[src/rtl/block_read_accumulator.sv]
// block_read_accumulator
// Requests one block read from the multiplier and reduces the returned burst
// of products to sum, maximum and beat count. The result is then offered on
// a valid/ready port.
//
// state  | meaning
// -------+------------------------------------------------------------
// IDLE   | waiting for start; results from the last block are held
// REQ    | EN_blockRead asserted, waiting for the first product beat
// STREAM | accepting one beat per cycle until VALID drops or block full
// DONE   | result presented, waiting for res_ready
module block_read_accumulator #(
    parameter int LOGDEPTH = 6,
    parameter int WIDTH    = 32,
    parameter int TIMEOUT  = 16
) (
    input  logic                      clk,
    input  logic                      rst_n,
    input  logic                      start,
    output logic                      busy,
    output logic                      EN_blockRead,
    input  logic                      VALID_memVal,
    input  logic [WIDTH-1:0]          memVal_data,
    output logic                      res_valid,
    input  logic                      res_ready,
    output logic [WIDTH+LOGDEPTH-1:0] res_sum,
    output logic [WIDTH-1:0]          res_max,
    output logic [LOGDEPTH:0]         res_count,
    output logic                      res_timeout
);

    localparam int CW = (TIMEOUT > 2) ? $clog2(TIMEOUT) : 1;
    localparam logic [LOGDEPTH:0] MAX_BEATS = (LOGDEPTH+1)'(1) << LOGDEPTH;
    localparam logic [CW-1:0]     WAIT_LAST = CW'(TIMEOUT - 1);

    typedef enum logic [1:0] {IDLE, REQ, STREAM, DONE} state_t;

    state_t                    state;
    logic [CW-1:0]             wait_cnt;
    logic [LOGDEPTH:0]         count_inc;
    logic [WIDTH+LOGDEPTH-1:0] sum_inc;
    logic [WIDTH-1:0]          max_upd;

    // Accumulator values that accepting the current beat would produce.
    always_comb begin
        count_inc = res_count + (LOGDEPTH+1)'(1);
        sum_inc   = res_sum + {{LOGDEPTH{1'b0}}, memVal_data};
        max_upd   = (memVal_data > res_max) ? memVal_data : res_max;
    end

    // Sequencing FSM; the result registers double as the accumulators.
    always_ff @(posedge clk) begin
        if (!rst_n) begin
            state        <= IDLE;
            wait_cnt     <= '0;
            busy         <= 1'b0;
            EN_blockRead <= 1'b0;
            res_valid    <= 1'b0;
            res_sum      <= '0;
            res_max      <= '0;
            res_count    <= '0;
            res_timeout  <= 1'b0;
        end else begin
            case (state)
                IDLE: begin
                    if (start) begin
                        state        <= REQ;
                        busy         <= 1'b1;
                        EN_blockRead <= 1'b1;
                        wait_cnt     <= '0;
                        res_sum      <= '0;
                        res_max      <= '0;
                        res_count    <= '0;
                        res_timeout  <= 1'b0;
                    end
                end
                REQ: begin
                    wait_cnt <= wait_cnt + CW'(1);
                    if (VALID_memVal) begin
                        EN_blockRead <= 1'b0;
                        res_sum      <= sum_inc;
                        res_max      <= max_upd;
                        res_count    <= count_inc;
                        if (count_inc == MAX_BEATS) begin
                            state     <= DONE;
                            res_valid <= 1'b1;
                        end else begin
                            state <= STREAM;
                        end
                    end else if (wait_cnt == WAIT_LAST) begin
                        state        <= DONE;
                        EN_blockRead <= 1'b0;
                        res_valid    <= 1'b1;
                        res_timeout  <= 1'b1;
                        res_count    <= '0;
                    end
                end
                STREAM: begin
                    if (VALID_memVal) begin
                        res_sum   <= sum_inc;
                        res_max   <= max_upd;
                        res_count <= count_inc;
                        if (count_inc == MAX_BEATS) begin
                            state     <= DONE;
                            res_valid <= 1'b1;
                        end
                    end else begin
                        state     <= DONE;
                        res_valid <= 1'b1;
                    end
                end
                DONE: begin
                    if (res_ready) begin
                        state     <= IDLE;
                        res_valid <= 1'b0;
                        busy      <= 1'b0;
                    end
                end
                default: begin
                    state        <= IDLE;
                    busy         <= 1'b0;
                    EN_blockRead <= 1'b0;
                    res_valid    <= 1'b0;
                end
            endcase
        end
    end

endmodule

[config.mk]
export PLATFORM = sky130hd
export DESIGN_NAME = block_read_accumulator
export DESIGN_NICKNAME = d
export VERILOG_FILES = /design/src/rtl/block_read_accumulator.sv
export SDC_FILE = /design/constraint.sdc
export NUM_CORES = 1
export LEC_CHECK = 0
export ABC_CLOCK_PERIOD_IN_PS = 2700
export BUFFER_PORTS_ARGS = -buffer_cell sky130_fd_sc_hd__buf_2
export CAP_MARGIN = 20
export CORE_ASPECT_RATIO = 0.7
export CORE_MARGIN = 5
export CORE_UTILIZATION = 40
export CTS_CLUSTER_SIZE = 14
export DETAILED_ROUTE_END_ITERATION = 12
export GPL_TIMING_DRIVEN = 0
export HOLD_SLACK_MARGIN = 0.02
export REMOVE_ABC_BUFFERS = 1
export SYNTH_ARGS = -nofsm -noshare
export SYNTH_HDL_FRONTEND = slang
export SYNTH_SLANG_ARGS = --single-unit
[constraint.sdc]
create_clock -name clk -period 2.7 [get_ports clk]
set_clock_uncertainty 0.15 [all_clocks]
set_input_delay 0.405 -clock clk [delete_from_list [all_inputs] [get_ports clk]]
set_output_delay 0.405 -clock clk [all_outputs]
set_load 0.005 [all_outputs]
# Word-level counts from Yosys, hierarchy flattened
# Index checks and enable logic that the tools add are counted.
[word_totals]
regBits = 87
wordCells = 79
inputBits = 37
[classes]
add_sub_neg = 3
n_mux = 36
magnitude_cmp = 1
n_eq_ne = 14
n_reduce_logical = 16
[ops]
columns = ["op", "count"]
rows = [
  ["2-to-1 mux 32 bit", 3],
  ["2-to-1 mux 38 bit", 2],
  ["one-hot mux 38 bit (2 select lines)", 1],
  ["one-hot mux 32 bit (2 select lines)", 1],
  ["adder 38 x 32 -> 38 bit", 1],
  ["> comparator 32 bit", 1],
  ["2-to-1 mux 7 bit", 4],
  ["one-hot mux 7 bit (3 select lines)", 1],
  ["AND reduction 4 bit", 4],
  ["2-to-1 mux 2 bit", 6],
  ["AND reduction 3 bit", 4],
  ["2-to-1 mux 1 bit", 11],
  ["!= test 2 bit, second input constant", 5],
  ["one-hot mux 2 bit (4 select lines)", 1],
  ["one-hot mux 4 bit (2 select lines)", 1],
  ["adder 7 x 1 -> 7 bit, second input constant", 1],
  ["== test 7 bit, second input constant", 1],
  ["!= test 3 bit, second input constant", 2],
  ["one-hot mux 1 bit (2 select lines)", 3],
  ["nonzero test 2 bit", 3],
  ["nonzero test 3 bit", 2],
  ["adder 4 x 1 -> 4 bit, second input constant", 1],
  ["== test 2 bit, second input constant", 2],
  ["== test 4 bit, second input constant", 1],
  ["7 further kinds", 8],
]

# Logic depth before layout (Yosys ltp)
[logic_depth]
depth_word = 5
mapped_depth = 11

# Worst setup path before layout
# OpenSTA, ideal clock, no wires.
[synth_timing]
kind = "input to register"
startpoint = "input port memVal_data[15]"
endpoint = "register res_sum[37]"
setup_slack_ns = -0.099
path_buffers = 1
arrival_time_ns = 2.579
t_required_ns = 2.479
cell_stages = 10
setup_ns = 0.071
path_cell_list = "ha_1 buf_2 and3_2 nand2_2 o21bai_1 a2111o_1 a21o_1 o41a_1 or3_1 a21oi_1"
[synth_via]
elab_chain_cells = 3
[synth_lines]
columns = ["item", "line", "source"]
rows = [
  ["start: declaration", "23", "input logic [WIDTH-1:0] memVal_data,"],
  ["adder 38 x 32 -> 38 bit", "47", "sum_inc = res_sum + {{LOGDEPTH{1'b0}}, memVal_data};"],
  ["2-to-1 mux 38 bit", "79, 99", ""],
  ["one-hot mux 38 bit (2 select lines)", "64", "case (state)"],
  ["end signal: assignment", "81", "res_sum <= sum_inc;"],
  ["end signal: assignment", "100", "res_sum <= sum_inc;"],
  ["end: declaration", "26", "output logic [WIDTH+LOGDEPTH-1:0] res_sum,"],
]
# No other way between the ends. The select of a mux whose other input is x is not followed.
# A chain may end at the register's enable or synchronous reset.

# Worst setup path in the final report
[layout_timing]
startpoint = "register res_sum[0]"
endpoint = "register res_sum[26]"
[layout_via]
elab_chain_cells = 3
[layout_lines]
columns = ["item", "line"]
rows = [
  ["adder 38 x 32 -> 38 bit", "47"],
  ["2-to-1 mux 38 bit", "79, 99"],
  ["one-hot mux 38 bit (2 select lines)", "64"],
]
# No other way between the ends. The select of a mux whose other input is x is not followed.

==> results.yml <==
routing:
  wl_per_cell_um: 17.3
  detailedRoute.firstIterationViolations: 476
  vias: 6221
  wl_um: 19600
  viasPerCell: 5.50
  drt_first_pass_iters: 5
  drc: 0
  detail-route-antenna-nets: 0
global_routing:
  grt_pass1_vias: 5630
  gr-usage-all-layers: 0.205
  grt_pass1_wl_um: 30600
  globalRoute.totalOverflow: 0
  grt_max_degree: 60
  grt_antenna_before_repair: 0
timing:
  worst_max_slew_pin_slew_ns: 0.707
  grt_setup_unrepaired: "true"
  final.period_utilization: 1.04
  fmaxAchievable_mhz: 358
  setup_total_negative_slack_ns: -0.303
  fin_crit_ns: 2.79
  finalWorstSetupSlack_ns: -0.0947
  setup_viol: 5
  finalMaxSlewViolations: 0
  final_hold_vio_count: 0
  slew_headroom: 0.528
outcome:
  outcome: "finished with violations"
  violated_checks: "setup timing"
yosys:
  synth.ff_latch_count: 87
  synth_cells: 801
  synth.avg_cell_area_um2: 7.98
  synth_enable_flop_cells: 0
  share_of_synthesized_area_occupied_by_flip_flops_and_latches: 0.272
  synth.lib_cells_used.distinct: 68
  synth_flop_cell: "sky130_fd_sc_hd__dfxtp_1"
  ys_warn_count: 0
  asr_flop_ratio_synth: 0
  synthesis.area_um2: 6390
layout:
  most-common-layout-cells: "sky130_fd_sc_hd__nand2_1, sky130_fd_sc_hd__buf_2, sky130_fd_sc_hd__dfxtp_1, sky130_fd_sc_hd__ha_1, sky130_fd_sc_hd__a21oi_1"
  fill_cells: 1536
  nets: 1035
  most_common_cell_after_layout_fill_and_taps_aside: "sky130_fd_sc_hd__nand2_1"
  area_growth_syn_to_layout_pct: 25.2
  core_util_final: 0.513
  ff_latch_area_um2: 1760
  multi_input_comb_area_um2: 4630
  postLayoutCellArea_um2: 8000
  drive_gt1_frac: 0.253
  antenna_cells_inserted: 0
floorplan:
  start_util: 0.410
  die_area_um2: 18600
  num_ports: 118
  fp.dieW_um: 161
  placement_rows: 38
  chipHeight_um: 116
  design.core.area_um2: 15600
clock_network:
  clock_sink_count: 87
  cts-root-to-sink-buffers: 2
  clk-insertion-delay-late_ns: 0.35
  cts_tree: "yes"
  numCtsBuffers: 9
  hold_buffers: 0
  cts_root_buf: "sky130_fd_sc_hd__clkbuf_16"
  cts_htree_levels: 3
  cts.clk_slew.worst_paths_ns: 0.07
setup_path:
  cp_top_family: "compound AO/OA/AOI/OAI gates"
  critical_path.max_fanout: 3
  worst_ep_arrival_time_ns: 2.88
  worst_path_max_delay_cell: "sky130_fd_sc_hd__dfxtp_2"
  cpMostUsedCell: "sky130_fd_sc_hd__buf_6"
  crit_chain: "ha_4 -> fa_2 -> a211o_2 -> o211ai_1 -> a211o_1 -> buf_6 -> nand3_4 -> a31oi_4 -> buf_6 -> o21bai_4 -> xor2_1 -> a22o_1"
  timing.critical_path.slowest_cell_delay_ns: 0.34
  worstPathRequired_ns: 2.79
  cp-start-kind: "flop"
  worst-path-buf-inv: 2
  timing.setup.critical_path_class: "reg -> reg"
  worstSetupEndpointType: "flop"
power:
  p_sw_uw: 3410
  power_leakage_uw: 0.00357
  power.sequential.fraction: 0.249
  cellInternalPower_uw: 4350
  power.share.switching: 0.439
  combPwrFrac: 0.581
  power_frac_clock: 0.170
  pwr_density_cell_nw_per_um2: 969
  peakVddDrop_uv: 362
place:
  io_buffer_count: 117
  hpwlAfterDp_um: 14400
  placed_area_um2: 7070
  gp_congestion: 0.897
worst_hold_path:
  hold_path_class: "in -> reg"
run:
  number_of_max_cap_violations: 0
synthesized netlist by cell type (3+ instances only):
| library cell | count | area (um2) |
|---|---|---|
| sky130_fd_sc_hd__a22oi_1 | 10 | 75.1 |
| sky130_fd_sc_hd__nand2b_1 | 6 | 37.5 |
| sky130_fd_sc_hd__o31ai_1 | 3 | 22.5 |
| sky130_fd_sc_hd__o22ai_1 | 4 | 25.0 |
| sky130_fd_sc_hd__or3_1 | 5 | 31.3 |
| sky130_fd_sc_hd__buf_6 | 6 | 67.6 |
| sky130_fd_sc_hd__nand2_1 | 127 | 477 |
| sky130_fd_sc_hd__nor2_1 | 47 | 176 |
| sky130_fd_sc_hd__o21a_1 | 10 | 75.1 |
| sky130_fd_sc_hd__or2_2 | 4 | 25.0 |
| sky130_fd_sc_hd__nor2b_1 | 19 | 119 |
| sky130_fd_sc_hd__inv_1 | 44 | 165 |
| sky130_fd_sc_hd__a21o_2 | 4 | 35.0 |
| sky130_fd_sc_hd__nand4_1 | 19 | 119 |
| sky130_fd_sc_hd__a21oi_1 | 52 | 260 |
| sky130_fd_sc_hd__a211oi_1 | 4 | 30.0 |
| sky130_fd_sc_hd__a21boi_0 | 7 | 52.6 |
| sky130_fd_sc_hd__nand3_1 | 19 | 95.1 |
| sky130_fd_sc_hd__ha_1 | 71 | 888 |
| sky130_fd_sc_hd__and3_2 | 3 | 22.5 |
| sky130_fd_sc_hd__o21ai_0 | 46 | 230 |
| sky130_fd_sc_hd__xnor2_1 | 13 | 114 |
| sky130_fd_sc_hd__o21bai_1 | 5 | 37.5 |
| sky130_fd_sc_hd__xor2_1 | 14 | 123 |
| sky130_fd_sc_hd__a211o_1 | 3 | 26.3 |
| sky130_fd_sc_hd__nor3_1 | 6 | 30.0 |
| sky130_fd_sc_hd__mux2i_1 | 38 | 380 |
| sky130_fd_sc_hd__a31oi_1 | 13 | 81.3 |
| sky130_fd_sc_hd__clkbuf_1 | 16 | 60.1 |
| sky130_fd_sc_hd__clkbuf_8 | 3 | 41.3 |
| sky130_fd_sc_hd__o211ai_1 | 6 | 45.0 |
| sky130_fd_sc_hd__dfxtp_1 | 87 | 1740 |
| sky130_fd_sc_hd__and3_1 | 5 | 31.3 |
| sky130_fd_sc_hd__and2_1 | 5 | 31.3 |
| sky130_fd_sc_hd__a21o_1 | 30 | 225 |
| sky130_fd_sc_hd__buf_2 | 6 | 30.0 |
sequential cells by signal, summed over array words and instances, names as in the netlist:
| signal | cells |
|---|---|
| res_count | 7 |
| res_timeout | 1 |
| busy | 1 |
| res_max | 32 |
| res_valid | 1 |
| state | 2 |
| res_sum | 38 |
| wait_cnt | 4 |
| EN_blockRead | 1 |
worst register-to-register path: cells and delay by family, from the launching register on:
family	cells	cell delay (ns)
simple gates	1	0.07
buf+inv	2	0.26
flops	1	0.34
fa+ha+maj	2	0.50
compound gates	6	1.21
xor+xnor	1	0.15
area by class of cell:
| cell class | instances | area share |
|---|---|---|
| Timing Repair Buffer | 149 | 0.112 |
| Clock inverter | 7 | 0.0100 |
| Tap cell | 200 | 0.0313 |
| Clock buffer | 9 | 0.0281 |
| Multi-Input combinational cell | 634 | 0.578 |
| Sequential cell | 87 | 0.220 |
| Inverter | 45 | 0.0211 |
kinds of logic (layout without fill, tap and decap cells):
kind of cell,Yosys count,in the layout,share of synthesized area
flops,87,87,0.272
simple gates,277,277,0.202
mux,38,38,0.0595
fa+ha+maj,72,72,0.142
buf+inv,80,210,0.0624
compound gates,220,220,0.225
xor+xnor,27,27,0.0370
metal layers:
metal	wire (um)	vias to the layer above	global-route usage
li1	-	3102	-
met2	8280	177	0.310
met4	138	0	0.0330
met1	10000	2924	0.307
met3	1160	18	0.0430
met5	0	-	0
through the flow:
stage / instances / hold WS (ns) / setup slack, ns / power (uW)
after floorplan: 766 / 0.310 / -1.40 / 4490
after global placement: 1083 / 0.310 / -2.85 / 5450
after detailed placement: 1086 / 0.307 / -0.723 / 5740
after CTS: 1122 / 0.175 / -0.102 / 7460
after global routing: 1131 / 0.188 / -0.181 / 8290
final: 1131 / 0.187 / -0.0947 / 7750
power by group through the flow:
| stage | combinational [uW] | sequential, uW | clock [uW] |
|---|---|---|---|
| floorplan | 2590 | 1900 | 0 |
| global placement | 3560 | 1900 | 0 |
| detailed placement | 3810 | 1930 | 0 |
| CTS | 4190 | 1930 | 1350 |
| global route | 4930 | 1980 | 1390 |
| finish | 4510 | 1930 | 1310 |
final timing paths:
path	slack (ns)	from	depth (start not counted)	end
setup reg to reg	-0.09	res_sum[0]$_SDFFE_PN0P_	12	res_sum[26]$_SDFFE_PN0P_
setup / recovery	-0.09	res_sum[0]$_SDFFE_PN0P_	12	res_sum[26]$_SDFFE_PN0P_
hold reg to reg	0.32	res_max[30]$_SDFFE_PN0P_	2	res_max[30]$_SDFFE_PN0P_
hold / removal	0.19	memVal_data[5]	3	res_max[5]$_SDFFE_PN0P_
repair_timing:
action,in CTS,in global routing
buffers inserted,20,8
pin swaps,21,17
cloned,0,1
endpoints found under the setup margin,56,48
gates resized for setup,58,24
(Power assumes the default switching activity.)
